$ cat src/rtl/ps2_keyboard_pkg.sv
// Shared constants, FSM state type and helpers for the PS/2 keyboard receiver.
package ps2_keyboard_pkg;

    localparam logic [7:0] SC_W     = 8'h1D;
    localparam logic [7:0] SC_A     = 8'h1C;
    localparam logic [7:0] SC_S     = 8'h1B;
    localparam logic [7:0] SC_D     = 8'h23;
    localparam logic [7:0] SC_UP    = 8'h75;
    localparam logic [7:0] SC_LEFT  = 8'h6B;
    localparam logic [7:0] SC_DOWN  = 8'h72;
    localparam logic [7:0] SC_RIGHT = 8'h74;
    localparam logic [7:0] SC_M     = 8'h3A;
    localparam logic [7:0] SC_P     = 8'h4D;
    localparam logic [7:0] SC_SPACE = 8'h29;
    localparam logic [7:0] SC_R     = 8'h2D;
    localparam logic [7:0] SC_ENTER = 8'h5A;

    localparam logic [7:0] PFX_EXT = 8'hE0;
    localparam logic [7:0] PFX_BRK = 8'hF0;

    localparam int KE_VALID = 10;
    localparam int KE_EXT   = 9;
    localparam int KE_BRK   = 8;

    typedef enum logic [1:0] {
        IDLE,
        DATA,
        PARITY,
        STOP
    } ps2_state_e;

    function automatic logic [7:0] bitrev8(input logic [7:0] b);
        logic [7:0] r;
        for (int i = 0; i < 8; i++) r[i] = b[7-i];
        return r;
    endfunction

    // Keyboard status/ack bytes that carry no key and reset prefix state.
    function automatic logic is_silent(input logic [7:0] b);
        logic s;
        unique case (b)
            8'hE1, 8'hAA, 8'hFA, 8'hFE,
            8'hEE, 8'h00, 8'hFF: s = 1'b1;
            default:             s = 1'b0;
        endcase
        return s;
    endfunction

endpackage

$ cat src/rtl/ps2_keyboard_filter.sv
// Synchronizers, glitch filter and falling-edge detect for the PS/2 pins.
module ps2_filter #(
    parameter int FILTER_LEN = 8
) (
    input  logic clk,
    input  logic rstn,
    input  logic ps2_c,
    input  logic ps2_d,
    output logic fall,
    output logic d_sync
);

    localparam int CW = $clog2(FILTER_LEN + 1);

    logic [1:0]    c_pipe;
    logic [1:0]    d_pipe;
    logic          c_filt;
    logic [CW-1:0] cnt;
    logic          flip;

    // Flip after FILTER_LEN consecutive samples disagreeing with c_filt.
    assign flip   = (c_pipe[1] != c_filt) && (cnt == CW'(FILTER_LEN - 1));
    assign fall   = flip & c_filt;
    assign d_sync = d_pipe[1];

    always_ff @(posedge clk or negedge rstn) begin
        if (!rstn) begin
            c_pipe <= 2'b11;
            d_pipe <= 2'b11;
            c_filt <= 1'b1;
            cnt    <= '0;
        end else begin
            c_pipe <= {c_pipe[0], ps2_c};
            d_pipe <= {d_pipe[0], ps2_d};
            if (c_pipe[1] == c_filt) begin
                cnt <= '0;
            end else if (flip) begin
                c_filt <= c_pipe[1];
                cnt    <= '0;
            end else begin
                cnt <= cnt + 1'b1;
            end
        end
    end

endmodule

$ cat src/rtl/ps2_keyboard.sv
// PS/2 keyboard receiver: deframes scan codes and folds E0/F0 prefixes
// into a single key_event strobe for the key decoder.
module ps2_keyboard
    import ps2_keyboard_pkg::*;
#(
    parameter int CLK_HZ     = 100000000,
    parameter int FILTER_LEN = 8,
    parameter int TIMEOUT_US = 2000
) (
    input  logic        clk,
    input  logic        rstn,
    input  logic        ps2_c,
    input  logic        ps2_d,
    output logic [10:0] key_event,
    output logic        frame_err
);

    localparam int TO_CYC = CLK_HZ / 1000000 * TIMEOUT_US;
    localparam int TW     = $clog2(TO_CYC + 1);

    ps2_state_e    state;
    logic          fall;
    logic          d;
    logic [2:0]    bit_cnt;
    logic [7:0]    shreg;
    logic          par;
    logic [TW-1:0] tcnt;
    logic          byte_done;
    logic          ext;
    logic          brk;
    logic          to_hit;

    ps2_filter #(
        .FILTER_LEN(FILTER_LEN)
    ) u_filter (
        .clk   (clk),
        .rstn  (rstn),
        .ps2_c (ps2_c),
        .ps2_d (ps2_d),
        .fall  (fall),
        .d_sync(d)
    );

    assign to_hit = (state != IDLE) && !fall && (tcnt == TW'(TO_CYC - 1));

    always_ff @(posedge clk or negedge rstn) begin
        if (!rstn) begin
            state     <= IDLE;
            bit_cnt   <= '0;
            shreg     <= '0;
            par       <= 1'b0;
            tcnt      <= '0;
            byte_done <= 1'b0;
            ext       <= 1'b0;
            brk       <= 1'b0;
            key_event <= '0;
            frame_err <= 1'b0;
        end else begin
            frame_err           <= 1'b0;
            byte_done           <= 1'b0;
            key_event[KE_VALID] <= 1'b0;

            // shreg is stable here: the FSM sits in IDLE after STOP.
            if (byte_done) begin
                if (shreg == PFX_EXT) begin
                    ext <= 1'b1;
                end else if (shreg == PFX_BRK) begin
                    brk <= 1'b1;
                end else begin
                    ext <= 1'b0;
                    brk <= 1'b0;
                    if (!is_silent(shreg))
                        key_event <= {1'b1, ext, brk, bitrev8(shreg)};
                end
            end

            if (state == IDLE || fall) tcnt <= '0;
            else                       tcnt <= tcnt + 1'b1;

            if (to_hit) begin
                state     <= IDLE;
                frame_err <= 1'b1;
                ext       <= 1'b0;
                brk       <= 1'b0;
            end else if (fall) begin
                unique case (state)
                    IDLE: begin
                        if (!d) begin
                            state   <= DATA;
                            bit_cnt <= '0;
                        end
                    end
                    DATA: begin
                        shreg   <= {d, shreg[7:1]};
                        bit_cnt <= bit_cnt + 1'b1;
                        if (bit_cnt == 3'd7) state <= PARITY;
                    end
                    PARITY: begin
                        par   <= d;
                        state <= STOP;
                    end
                    STOP: begin
                        state <= IDLE;
                        if (d && (^{shreg, par})) begin
                            byte_done <= 1'b1;
                        end else begin
                            frame_err <= 1'b1;
                            ext       <= 1'b0;
                            brk       <= 1'b0;
                        end
                    end
                endcase
            end
        end
    end

endmodule

$ cat config.mk
export PLATFORM = sky130hd
export DESIGN_NAME = ps2_keyboard
export DESIGN_NICKNAME = d
export VERILOG_FILES = /design/src/rtl/ps2_keyboard_pkg.sv /design/src/rtl/ps2_keyboard_filter.sv /design/src/rtl/ps2_keyboard.sv
export SDC_FILE = /design/constraint.sdc
export NUM_CORES = 1
export LEC_CHECK = 0
export CORE_MARGIN = 2
export CORE_UTILIZATION = 40
export CTS_BUF_LIST = sky130_fd_sc_hd__clkbuf_8 sky130_fd_sc_hd__clkbuf_16
export DETAILED_ROUTE_END_ITERATION = 10
export GPL_ROUTABILITY_DRIVEN = 1
export PLACE_DENSITY = 0.53
export SLEW_MARGIN = 5
export SYNTH_ARGS = -nofsm -noshare
export SYNTH_HDL_FRONTEND = slang
export SYNTH_HIERARCHICAL = 1
export SYNTH_SLANG_ARGS = --single-unit
$ cat constraint.sdc
create_clock -name clk -period 3.05 [get_ports clk]
set_input_delay 0.61 -clock clk [delete_from_list [all_inputs] [get_ports clk]]
set_output_delay 0.61 -clock clk [all_outputs]
set_load 0.02 [all_outputs]
**After elaboration in Yosys (flattened, before gate mapping)**

Cells that the tools add are included.

- Memories kept: 0
- Register bits after elaboration: 56
- RAM bits: 0
- Input bits: 4
- Word-level logic and storage cells: 102
- Bits in latches: 0
- Output and inout port bits: 12
- Bits in read-only memories: 0

- Bitwise gates (word level): 6
- Divide/modulo/power cells: 0
- $mul: 0
- $add $sub $neg: 3
- Equality and inequality tests: 19
- Reduce and logical (&&, ||, !) cells: 19
- Magnitude comparators: 0
- Shift operators: 0
- Mux-type cells: 40

Operator list:

| operator | number |
|---|---|
| $eq 8x8->1 const B | 8 |
| $mux 11 | 4 |
| $mux 1 | 26 |
| $add 18x1->18 const B | 1 |
| $eq 18x18->1 const B | 1 |
| $mux 18 | 1 |
| $reduce_and 3->1 | 3 |
| $reduce_xor 9->1 | 1 |
| $logic_not 8->1 | 1 |
| $mux 2 | 4 |
| $mux 4 | 2 |
| $pmux 2 s4 | 1 |
| $reduce_and 4->1 | 2 |
| $reduce_or 7->1 | 1 |
| $ne 3x3->1 const B | 2 |
| $pmux 3 s2 | 1 |
| $reduce_bool 2->1 | 3 |
| $not 1->1 | 5 |
| $add 4x1->4 const B | 1 |
| $eq 2x2->1 const B | 2 |
| $eq 4x3->1 const B | 1 |
| $logic_and 1x1->1 | 4 |
| $add 3x1->3 const B | 1 |
| $eq 3x3->1 const B | 1 |
| 10 further kinds | 10 |

**Depth between registers and ports, before layout**

- Word-level depth: 10
- Depth in mapped cells: 9

**By module**

The synthesis kept the hierarchy.

Modules (own cells, without submodules):

| module | instances | area an instance (um^2) | cells an instance |
|---|---|---|---|
| ps2_keyboard | 1 | 2278.4 | 195 |
| ps2_filter | 1 | 349.1 | 22 |

**Worst setup path before layout**

OpenSTA, ideal clock, no wires.

- Path type: register to register
- Start point: register u_filter.cnt[0]
- End point: register state[0]
- Library setup time: 0.066 ns
- Setup slack: 0.841 ns
- Required time: 2.984 ns
- Cell stages (with the launch flop): 10
- Data arrival time: 2.143 ns
- Cells stage by stage: dfrtp_1 -> ha_1 -> nand3b_4 -> nor3b_1 -> or2_1 -> clkbuf_1 -> nor4b_2 -> and3_1 -> o21ai_1 -> a22o_1

- Word-level cells in the longest chain between the ends: 8

RTL lines:

| element | line | RTL |
|---|---|---|
| from (decl) | ps2_keyboard_filter.sv:18 | `logic [CW-1:0] cnt;` |
| from (signal assigned) | ps2_keyboard_filter.sv:41 | `cnt <= cnt + 1'b1;` |
| $eq 4x3->1 * | ps2_keyboard_filter.sv:22 | `assign flip = (c_pipe[1] != c_filt) && (cnt == CW'(FILTER_LEN - 1));` |
| $logic_and 1x1->1 * | ps2_keyboard_filter.sv:22 |  |
| $and 1x1->1 * | ps2_keyboard_filter.sv:23 | `assign fall = flip & c_filt;` |
| via fall | ps2_keyboard.sv:22 | `logic fall;` |
| $logic_not 1->1 | ps2_keyboard.sv:44 | `assign to_hit = (state != IDLE) && !fall && (tcnt == TW'(TO_CYC - 1));` |
| $logic_and 1x1->1 (2 in series) | ps2_keyboard.sv:44 |  |
| $ne 3x3->1 (no source line) / $reduce_bool 2->1 (equally long branches) | - |  |
| $reduce_and 3->1 (no source line) | - |  |
| to (signal assigned) | ps2_keyboard.sv:48 | `state <= IDLE;` |
| to (signal assigned) | ps2_keyboard.sv:81 | `state <= IDLE;` |
| to (signal assigned) | ps2_keyboard.sv:89 | `state <= DATA;` |
| to (decl) | ps2_keyboard.sv:21 | `ps2_state_e state;` |

Mark *: on every way through the listed nets, which the timed path passes. The rest lies on a longest branch.
A chain may end at the register's enable or synchronous reset.

**Worst setup path in the final report**

Ends and elaborated chain as after synthesis.

==> results.toml <==
[status]
status = "complete, no violations"

[cts]
clkLatencyLatePin_ps = 310
cts_hold_buffers = 0
cts_tree = "built"
cts.sinks = 56
post-cts-setup-buffers = 0
cts_resized = 0
cts.htree.levels = 2
cts_root_buf = "clkbuf_8"
cts_max_path_buffers = 2
cts_buffers = 5
path_clk_slew_ps = 100

[global_routing]
grt_pass1_vias = 1520
globalRouteOverflowTotal = 0
grt_pass1_wl_um = 7424
grt_antenna_before_repair = 0
grt_max_degree = 54
grt_usage = 0.1283

[floorplan]
coreArea_um2 = 6350
start_util = 0.4138
die-width_um = 85.05
die_y_um = 85.05
placementRows = 29
die_area_um2 = 7234
pin_count = 16

[layout]
mostFrequentLayoutCells = "dfrtp_1, nor2_1, clkdlybuf4s50_1, xor2_1"
diodes = 0
area_growth_pct = 12.05
final_common_cell = "dfrtp_1"
final_nets = 244
layout-drive-gt1-share = 0.1760

[logic_synthesis]
synth_edf_count = 0
syn_inst = 217
avgSynthCellArea_um2 = 12.11
synth_seq_cells = 56
ys_seq_area_frac = 0.5357
yosys.area.top_type = "dfrtp_1"
async_reset_ff_frac = 1.000
syn_area_um2 = 2628
synth_ff_type = "dfrtp_1"
synth.area.top_cells = "dfrtp_1, dfstp_2, mux2_4, mux2_2, xor2_1"
ys_warn_count = 6
ys_types = 48
synth_nets = 229
synth_top_area_share = 0.4857

[drt]
drt-met1-wl_um = 2282
viasPerCell = 5.068
dr.pass1.iters = 4
drc = 0
highest_layer = "met4"
via_count = 1571
drt-initial-drc-count = 53
routed-wl-met3_um = 124
wl_met2_um = 1834
drt.antenna.violating_nets = 0
routed_wl_um = 4282
wire_per_inst_um = 13.81

[critical_path]
cp-start-kind = "flip-flop"
critPathArrivalTime_ps = 2440
worstRegToRegCells = 9
critical_path_required_ps = 3250
crit_path_end_kind = "flip-flop"
crit_fanout = 7
crit_type = "flip-flop to flip-flop"

[placed_design]
gp_congestion = 0.7684
dp_hpwl_um = 2873
io_buffers = 15
pre_cts_slack_ps = 820.3

[timing]
max_freq_mhz = 446.0
fin_ws_ps = 807.8
fin_crit_sh = 0.7352
fin_skew_ps = 7.724
drv_slew = 0
slew_headroom = 0.5122
tightest_slew_ps = 731.7
rsz0062_at_grt = "no"
setup_tns_ps = 0
fin_crit_ps = 2242
finalHoldViolations = 0
setup_violations = 0

[pwr]
ir_drop_v = 0.0002258
p_leak_nw = 1.350
powerDensity_nw_per_um2 = 458.1

[flow_run]
max-cap-violations = 0

[min_path]
worstHoldPathType = "input port to asynchronous set/reset pin"
==> worst max-delay path, cell delays in order, from the launching register on <==
cell,delay [ps]
dfrtp_1,420
ha_1,270
nand3b_4,110
nor3b_1,60
buf_4,150
or2_1,250
nor4b_2,350
and3_1,210
o21ai_1,80
a22o_1,240
==> layout make-up <==
class                   instances  area, µm²
clock buffers                   5      68.82
clock inverters                 3      38.79
fillers                       603       3406
inverters                       6      22.52
multi-input cells             145       1142
flip-flops and latches         56       1408
well taps                      77      96.34
repair buffers                 18      167.7
==> per-layer routing <==
layer | up-vias | GRT usage
met5 | - | 0
met4 | 0 | 0.04329
met3 | 4 | 0.03210
met2 | 19 | 0.1790
met1 | 759 | 0.1942
li1 | 789 | -
==> cells in the mapped netlist, drive strengths merged (4+ instances only) <==
cell and n:
nand4 5, buf 4, a21oi 5, nand3 11, nand2 6, o21ai 5, dfrtp 51, xnor2 11
nor3b 4, xor2 12, inv 6, nor2 24, mux2 19, and3 4, ha 8, clkbuf 6
dfstp 5
==> per-stage QoR <==
step	util	power (mW)	instances	instance area, µm²	hold slack, ps
final	0.4636	1.349	310	2944	80.18
after floorplan	-	0.8590	217	2628	314.4
after global placement	0.4467	0.8919	302	2836	346.0
after CTS	0.4636	1.375	310	2944	70.50
after global routing	0.4636	1.410	310	2944	66.99
after detailed placement	0.4467	0.8920	302	2836	347.2
==> state kept, by name (all words and copies together), names as in the netlist, 2 cells and up <==
signal / cells
u_filter/d_pipe: 2
tcnt: 18
shreg: 8
key_event: 11
u_filter/c_pipe: 2
u_filter/cnt: 4
state: 2
bit_cnt: 3
==> kinds of logic after synthesis <==
family / count (synthesis) / share of synthesized area
compound gates: 23 / 0.06239
xor+xnor: 24 / 0.08524
fa+ha+maj: 8 / 0.03810
buf+inv: 16 / 0.02952
flops: 56 / 0.5357
mux: 21 / 0.1005
simple gates: 69 / 0.1486
==> path summary, 6_finish.rpt <==
kind                                     from                  to  slack, ps
min in group clk           u_filter/c_pipe[0]  u_filter/c_pipe[1]        360
hold reg to reg            u_filter/c_pipe[0]  u_filter/c_pipe[1]        360
setup reg to reg              u_filter/cnt[0]            state[0]        810
hold / removal                           rstn     u_filter/cnt[2]         80
setup / recovery              u_filter/cnt[0]            state[0]        810
max in group asynchronous                rstn            shreg[7]       2130
==> power by group <==
group          leakage, nW  internal (mW)  switching (mW)
clock               0.0593          0.241           0.234
combinational        0.528         0.0385          0.0402
sequential           0.763          0.773          0.0224
total                 1.35           1.05           0.297
Note: power is estimated with default switching activity, not from simulation.
